===== config.mk =====
export PLATFORM = sky130hd
export DESIGN_NAME = load_align_unit
export DESIGN_NICKNAME = d
export VERILOG_FILES = /design/src/rtl/load_align_unit.sv
export SDC_FILE = /design/constraint.sdc
export NUM_CORES = 1
export LEC_CHECK = 0
export ABC_AREA = 1
export CAP_MARGIN = 20
export CORE_MARGIN = 2
export CORE_UTILIZATION = 35
export DETAILED_ROUTE_END_ITERATION = 10
export PLACE_DENSITY_LB_ADDON = 0.25
export SLEW_MARGIN = 20
export SYNTH_ARGS = -nofsm -noshare
export SYNTH_HDL_FRONTEND = slang
export SYNTH_SLANG_ARGS = --single-unit

===== constraint.sdc =====
create_clock -name clk -period 4.6 [get_ports clk]
set_input_delay 1.38 -clock clk [delete_from_list [all_inputs] [get_ports clk]]
set_output_delay 1.38 -clock clk [all_outputs]
set_load 0.01 [all_outputs]

===== src/rtl/load_align_unit.sv =====
// Load alignment unit: fetches one or two bus beats for a byte/half/word/double
// load, merges and shifts them into place, then sign- or zero-extends the result.
module load_align_unit #(
  parameter int XLEN             = 32,
  parameter bit ALLOW_MISALIGNED = 1'b1
) (
  input  logic            clk,
  input  logic            rst,
  input  logic            req_valid,
  output logic            req_ready,
  input  logic [2:0]      req_op,
  input  logic [XLEN-1:0] req_addr,
  input  logic [4:0]      req_tag,
  output logic            bus_req_valid,
  input  logic            bus_req_ready,
  output logic [XLEN-1:0] bus_addr,
  input  logic            bus_rsp_valid,
  input  logic [XLEN-1:0] bus_rsp_data,
  output logic            resp_valid,
  input  logic            resp_ready,
  output logic [XLEN-1:0] resp_data,
  output logic [4:0]      resp_tag,
  output logic            resp_fault
);

  localparam int NB   = XLEN / 8;
  localparam int OFFW = $clog2(NB);

  typedef enum logic [2:0] {IDLE, REQ0, WAIT0, REQ1, WAIT1, RESP} state_t;

  state_t            state_reg, state_next;
  logic [2:0]        op_reg;
  logic [XLEN-1:0]   addr_reg;
  logic [4:0]        tag_reg;
  logic [XLEN-1:0]   beat0_reg;
  logic [XLEN-1:0]   resp_data_reg;
  logic              resp_fault_reg;

  // True when an access of 2^size bytes at this beat offset spills into the next beat.
  function automatic logic crosses(input logic [1:0] size, input logic [OFFW-1:0] off);
    logic [4:0] sum;
    sum = 5'(off) + (5'd1 << size);
    return sum > 5'(NB);
  endfunction

  logic req_illegal;
  logic lat_cross;
  assign req_illegal = (XLEN == 32 && req_op[1:0] == 2'b11) ||
                       (!ALLOW_MISALIGNED && crosses(req_op[1:0], req_addr[OFFW-1:0]));
  assign lat_cross   = crosses(op_reg[1:0], addr_reg[OFFW-1:0]);

  logic [XLEN-1:0]   beat_addr;
  assign beat_addr = addr_reg & ~XLEN'(NB - 1);

  // In WAIT1 the first beat comes from the holding register and the live beat is the upper half.
  logic [XLEN-1:0]   merge_lo, merge_hi, merge_data;
  logic [2*XLEN-1:0] shifted;
  logic [3:0]        size_bytes;
  logic              sign_bit, fill_bit;

  assign merge_lo   = (state_reg == WAIT1) ? beat0_reg : bus_rsp_data;
  assign merge_hi   = (state_reg == WAIT1) ? bus_rsp_data : '0;
  assign shifted    = {merge_hi, merge_lo} >> {addr_reg[OFFW-1:0], 3'b000};
  assign size_bytes = 4'd1 << op_reg[1:0];

  always_comb begin
    sign_bit = shifted[7];
    case (op_reg[1:0])
      2'b01:   sign_bit = shifted[15];
      2'b10:   sign_bit = shifted[31];
      2'b11:   sign_bit = shifted[63];
      default: sign_bit = shifted[7];
    endcase
  end

  assign fill_bit = ~op_reg[2] & sign_bit;

  generate
    for (genvar gi = 0; gi < NB; gi++) begin : g_lane
      assign merge_data[8*gi +: 8] = (4'(gi) < size_bytes) ? shifted[8*gi +: 8] : {8{fill_bit}};
    end
  endgenerate

  always_ff @(posedge clk or posedge rst) begin
    if (rst) begin
      state_reg      <= IDLE;
      op_reg         <= '0;
      addr_reg       <= '0;
      tag_reg        <= '0;
      beat0_reg      <= '0;
      resp_data_reg  <= '0;
      resp_fault_reg <= 1'b0;
    end else begin
      state_reg <= state_next;
      case (state_reg)
        IDLE: if (req_valid) begin
          op_reg         <= req_op;
          addr_reg       <= req_addr;
          tag_reg        <= req_tag;
          resp_fault_reg <= req_illegal;
          if (req_illegal) resp_data_reg <= '0;
        end
        WAIT0: if (bus_rsp_valid) begin
          beat0_reg <= bus_rsp_data;
          if (!lat_cross) resp_data_reg <= merge_data;
        end
        WAIT1: if (bus_rsp_valid) resp_data_reg <= merge_data;
        default: ;
      endcase
    end
  end

  always_comb begin
    state_next = state_reg;
    case (state_reg)
      IDLE:    if (req_valid) state_next = req_illegal ? RESP : REQ0;
      REQ0:    if (bus_req_ready) state_next = WAIT0;
      WAIT0:   if (bus_rsp_valid) state_next = lat_cross ? REQ1 : RESP;
      REQ1:    if (bus_req_ready) state_next = WAIT1;
      WAIT1:   if (bus_rsp_valid) state_next = RESP;
      RESP:    if (resp_ready) state_next = IDLE;
      default: state_next = IDLE;
    endcase
  end

  always_comb begin
    req_ready     = 1'b0;
    bus_req_valid = 1'b0;
    bus_addr      = '0;
    resp_valid    = 1'b0;
    case (state_reg)
      IDLE: req_ready = 1'b1;
      REQ0: begin
        bus_req_valid = 1'b1;
        bus_addr      = beat_addr;
      end
      REQ1: begin
        bus_req_valid = 1'b1;
        bus_addr      = beat_addr + XLEN'(NB);
      end
      RESP: resp_valid = 1'b1;
      default: ;
    endcase
  end

  assign resp_data  = resp_data_reg;
  assign resp_tag   = tag_reg;
  assign resp_fault = resp_fault_reg;

endmodule

* Yosys cells after proc, flatten, opt, wreduce, memory -nomap -nowiden *
Cells that the tools add are included.

word-level totals
  register bits = 108
  logic and storage cells = 69
  output and inout port bits = 73
  input port bits = 78

operators by class
  magnitude comparators = 5
  equality and inequality tests = 17
  shift-type cells = 3
  add/subtract/negate cells = 2
  reduce and logical (&&, ||, !) cells = 7
  mux-type cells = 26
  bitwise operators = 2

operators with widths
  kind                                                                    number
  32-bit 2-to-1 mux                                                       7
  32-bit one-hot mux with 3 select lines                                  1
  32-bit one-hot mux with 2 select lines                                  1
  64-bit by 5-bit >> shifter with 64-bit output                           1
  32-bit by 3-bit adder with 32-bit output (second input constant)        1
  8-bit 2-to-1 mux                                                        4
  3-bit 2-to-1 mux                                                        8
  3-bit one-hot mux with 6 select lines                                   1
  2-bit != test (second input constant)                                   8
  6-bit AND reduction                                                     2
  1-bit by 4-bit < comparator with 1-bit output (first input constant)    2
  2-bit by 4-bit < comparator with 1-bit output (first input constant)    2
  2-bit equality test (second input constant)                             3
  3-bit by 2-bit equality test with 1-bit output (second input constant)  2
  3-bit equality test (second input constant)                             2
  2-bit by 5-bit adder with 5-bit output                                  1
  5-bit by 3-bit > comparator with 1-bit output (second input constant)   1
  1-bit by 2-bit left shift with 5-bit output (first input constant)      1
  2-bit AND reduction                                                     2
  1-bit by 2-bit left shift with 4-bit output (first input constant)      1
  3-bit by 1-bit equality test with 1-bit output (second input constant)  1
  3-bit zero test                                                         1
  1-bit 2-to-1 mux                                                        3
  1-bit one-hot mux with 3 select lines                                   1
  5 further kinds                                                         5

* Logic depth before layout (Yosys ltp) *
Gate-level depths: netlist of run 1.

  depth after elaboration = 9
  gate-level depth with buffers = 14
  gate-level depth less buffers = 12

* Least setup slack after synthesis of run 1 *
OpenSTA, ideal clock, no wires.

  path kind = register to output
  from = register addr_reg[2]
  to = output port bus_addr[24]
  stages on the path, launching flop included = 12
  path buffers = 0
  arrival time = 1.616 ns
  path slack = 1.604 ns
  data required time = 3.220 ns
  cell sequence = dfrtp_1 ha_1 nand2_1 nor2_1 inv_1 nor2_1 nand2_1 nor2_1 nand2_1 o21ai_0 nand3_1 o21ai_0

on the way
  word-level cells in the longest chain between the ends = 2

ends and longest elaborated chain
  what                                      RTL line  source
  start, declared                           33        logic [XLEN-1:0] addr_reg;
  start signal, assigned                    98        addr_reg <= req_addr;
  32-bit by 3-bit adder with 32-bit output  139       bus_addr = beat_addr + XLEN'(NB);
  32-bit one-hot mux with 2 select lines    131       case (state_reg)
  end, declared                             16        output logic [XLEN-1:0] bus_addr,

Every way passes these cells.

* Worst setup path after layout of run 1 *
  from = register state_reg[2]
  to = output port bus_addr[13]

on the way
  word-level cells in the longest chain between the ends = 2
  elaborated cells between the ends (all ways) = 3
  those cells by class = eq/ne (2); mux (1)

ends and longest elaborated chain
  what                                                                                                              RTL line  source
  start, declared                                                                                                   31        state_t state_reg, state_next;
  start signal, assigned                                                                                            94        state_reg <= state_next;
  3-bit by 2-bit equality test with 1-bit output or 3-bit by 1-bit equality test with 1-bit output (tied branches)  131
  32-bit one-hot mux with 2 select lines (*)                                                                        131

Every way passes the cells marked *; elsewhere a longest branch is shown, timed or not.

==> impl_metrics.yaml, run 1 <==
logic_synthesis:
  yosys_warnings: 0
  synth_mux_area_share_pct: 2.31
  synth_xor_xnor_area_share_pct: 0.130
  yosysMostFrequentCell: "nand2_1"
  yosysTopAreaCell: "dfrtp_1"
  synth_ff_type: "dfrtp_1"
  async_flop_share_pct: 100
  postSynthAreaPerCell_sq_um: 7.00
  synth-compound-area-share_pct: 17.5
  synth_cells: 959
  synth.distinct_cells: 46
  syn_area_sq_um: 6710
  synth_seq_area_share_pct: 40.3
  synthTopCellsByCount: "nand2_1, dfrtp_1, nor2_1"
  synth_top_cells_by_area: "dfrtp_1, nand2_1, o21ai_0"
  synth_top_area_share_pct: 40.3
  synth_top_family_by_area: "simple AND/OR/NAND/NOR gates"
  yosys.area_share.simple_pct: 30.2
  ys_ff_latch: 108
  synth_edf_count: 0
  yosys.area_share.adder_pct: 0.671
sta:
  period_minus_slack_ps: 4370
  whs_ps: 482
  skew_ps: 11.2
  finalHoldViolCount: 0
  setup_slack_ps: 228
  setup_tns_ps: 0
  max_clock_freq_ghz: 0.229
  drv_slew: 0
  worst_slew_pin_slew_ps: 711
  rsz0062_at_grt: "false"
  finalCritPeriodShare_pct: 95.0
  max_slew_margin_pct: 52.5
  setup_viol: 0
floorplanning:
  die_x_um: 143
  fp-row-count: 50
  ios: 151
  dieArea_sq_um: 20300
  coreArea_sq_um: 18800
  initial_core_util_pct: 35.8
  die_h_um: 143
route:
  postRouteAntennaNets: 0
  wl_met1_um: 8740
  num_vias: 6668
  routed-wl-met2_um: 10200
  drt_first_pass_iters: 7
  routed_via_density: 5.05
  top_layer: "met4"
  drc_errors: 0
  wl_per_cell_um: 15.8
  wl_um: 20900
  drt_iter0_markers: 338
  wl_met3_um: 1340
critical_path:
  r2r-start: "op_reg[1]"
  worst-setup-path-type: "reg2out"
  crit_path_max_incr_delay_ps: 620
  crit_chain: "nor2_1, nand2_1, clkinv_1, a22oi_1, nand2_1, o21ai_0, inv_1, clkdlybuf4s50_1"
  critPathArrivalTime_ps: 2990
  start_kind: "register"
  rr_endpoint: "resp_data[13]"
  worstPathMaxFanout: 25
  r2r_slack_ps: 1390
  endpoint_kind: "primary output"
  critPathLaunch: "state_reg[2]"
  crit_slowest_cell: "dfrtp_1"
  critPathRequiredTime_ps: 3220
  r2r_cells: 12
  critPathMostFrequentCell: "nand2_1"
placement:
  io_buffers: 148
  dp_slack_ps: 645
  gp_congestion: 0.937
  dp_hpwl_um: 15700
power:
  leakage_nw: 4.03
  p_total_mw: 5.62
  combPwrFrac_pct: 55.9
  clkPwrFrac_pct: 14.7
  power.switching_mw: 2.54
  internal_power_mw: 3.09
  p_per_area_nw_per_um2: 650
  switching_share_pct: 45.1
  seq_power_share_pct: 29.3
  ir_drop_uv: 305
hold_path:
  min_path_cells: 2
  hold_start: "resp_data[18]"
  hold_end: "resp_data[18]"
  hold_class: "reg2reg"
global_routing:
  grt_pass1_vias: 6408
  antenna_found_initial: 0
  grtUsageTotal_pct: 21.1
  grt_overflow: 0
  grt_max_degree: 60
  grt_first_pass_wirelength_um: 33300
final_layout:
  area_delta_synth_final_pct: 28.8
  final_net_count: 1162
  layout-drive-gt1-share_pct: 6.17
  diodes: 0
clocking:
  cts_tree: "done"
  cts_max_level: 3
  cts_root_buf: "clkbuf_16"
  clk_path_buf_depth: 2
  hold_buffers: 0
  clkLatencyLatePin_ps: 360
  cts_sinks: 108
  cts.clk_slew.worst_paths_ps: 70
  cts_buffers: 9
  cts_setup_buffers: 0
  cts_resized: 0
flow_run:
  drv_cap: 0
run_status:
  status: "completed"
## how the worst max path moves through the flow
stage | end | slack (ps) | cells after the start
after global placement | bus_addr[13] | 660 | 8
after global routing | bus_addr[13] | 40 | 8
after detailed placement | bus_addr[13] | 650 | 8
final | bus_addr[13] | 230 | 8
after CTS | bus_addr[13] | 250 | 8
after floorplan | addr_reg[0] | 370 | 1
## cell usage in the layout, fill, tap and decap left out, types with 12 or more instances in the layout
cell type / count
nand2_1: 267
clkdlybuf4s50_1: 148
dfrtp_1: 108
nor2_1: 104
o21ai_0: 90
inv_1: 81
a21oi_1: 79
nand3_1: 61
o21ai_1: 15
o22ai_1: 14
nor3_1: 13
mux2_2: 12
## layout make-up
type	count	area (sq um)
multi-input cells	715	3420
well taps	234	293
clock buffers	13	270
repair buffers	157	1570
inverters	90	340
flip-flops and latches	108	2700
fillers	1947	10100
clock inverters	3	43.8
## logic make-up (layout without fill, tap and decap cells)
logic type	after synthesis	count (layout)
mux	14	14
other cells	1	2
simple gates	475	475
fa+ha+maj	3	3
flops	108	108
compound gates	220	220
xor+xnor	1	1
buf+inv	137	263
## through the flow
step,cell area [sq um],util (%),cells
global placement,8330,44.4,1304
global route,8640,46.1,1320
finish,8640,46.1,1320
floorplan,6720,-,960
CTS,8640,46.1,1320
detailed placement,8330,44.4,1304
## per-layer routing
metal	GRT usage (%)	vias up
met5	0	-
met4	7.76	0
met3	5.28	40
met2	36.3	204
met1	25.5	3047
li1	-	3377
## critical path, delay by kind of cell (launching register included)
family | cells | cell delay [ps]
simple gates | 3 | 430
compound gates | 2 | 440
flops | 1 | 620
buf+inv | 3 | 1140
## power groups by stage
stage	Sequential, mW	Combinational (mW)	Clock (mW)
final	1.65	3.15	0.828
after global routing	1.70	3.51	0.883
after CTS	1.65	3.17	0.850
after detailed placement	1.66	3.15	0
after global placement	1.66	3.15	0
after floorplan	1.61	1.98	0
Power figures use the tool's default switching activity.
==> inputs of run 2 (changes only) <==
- HOLD_SLACK_MARGIN: not set -> 0.15
==> results of run 2 <==
The final DEF is identical to that of run 1; final timing and power are the same.
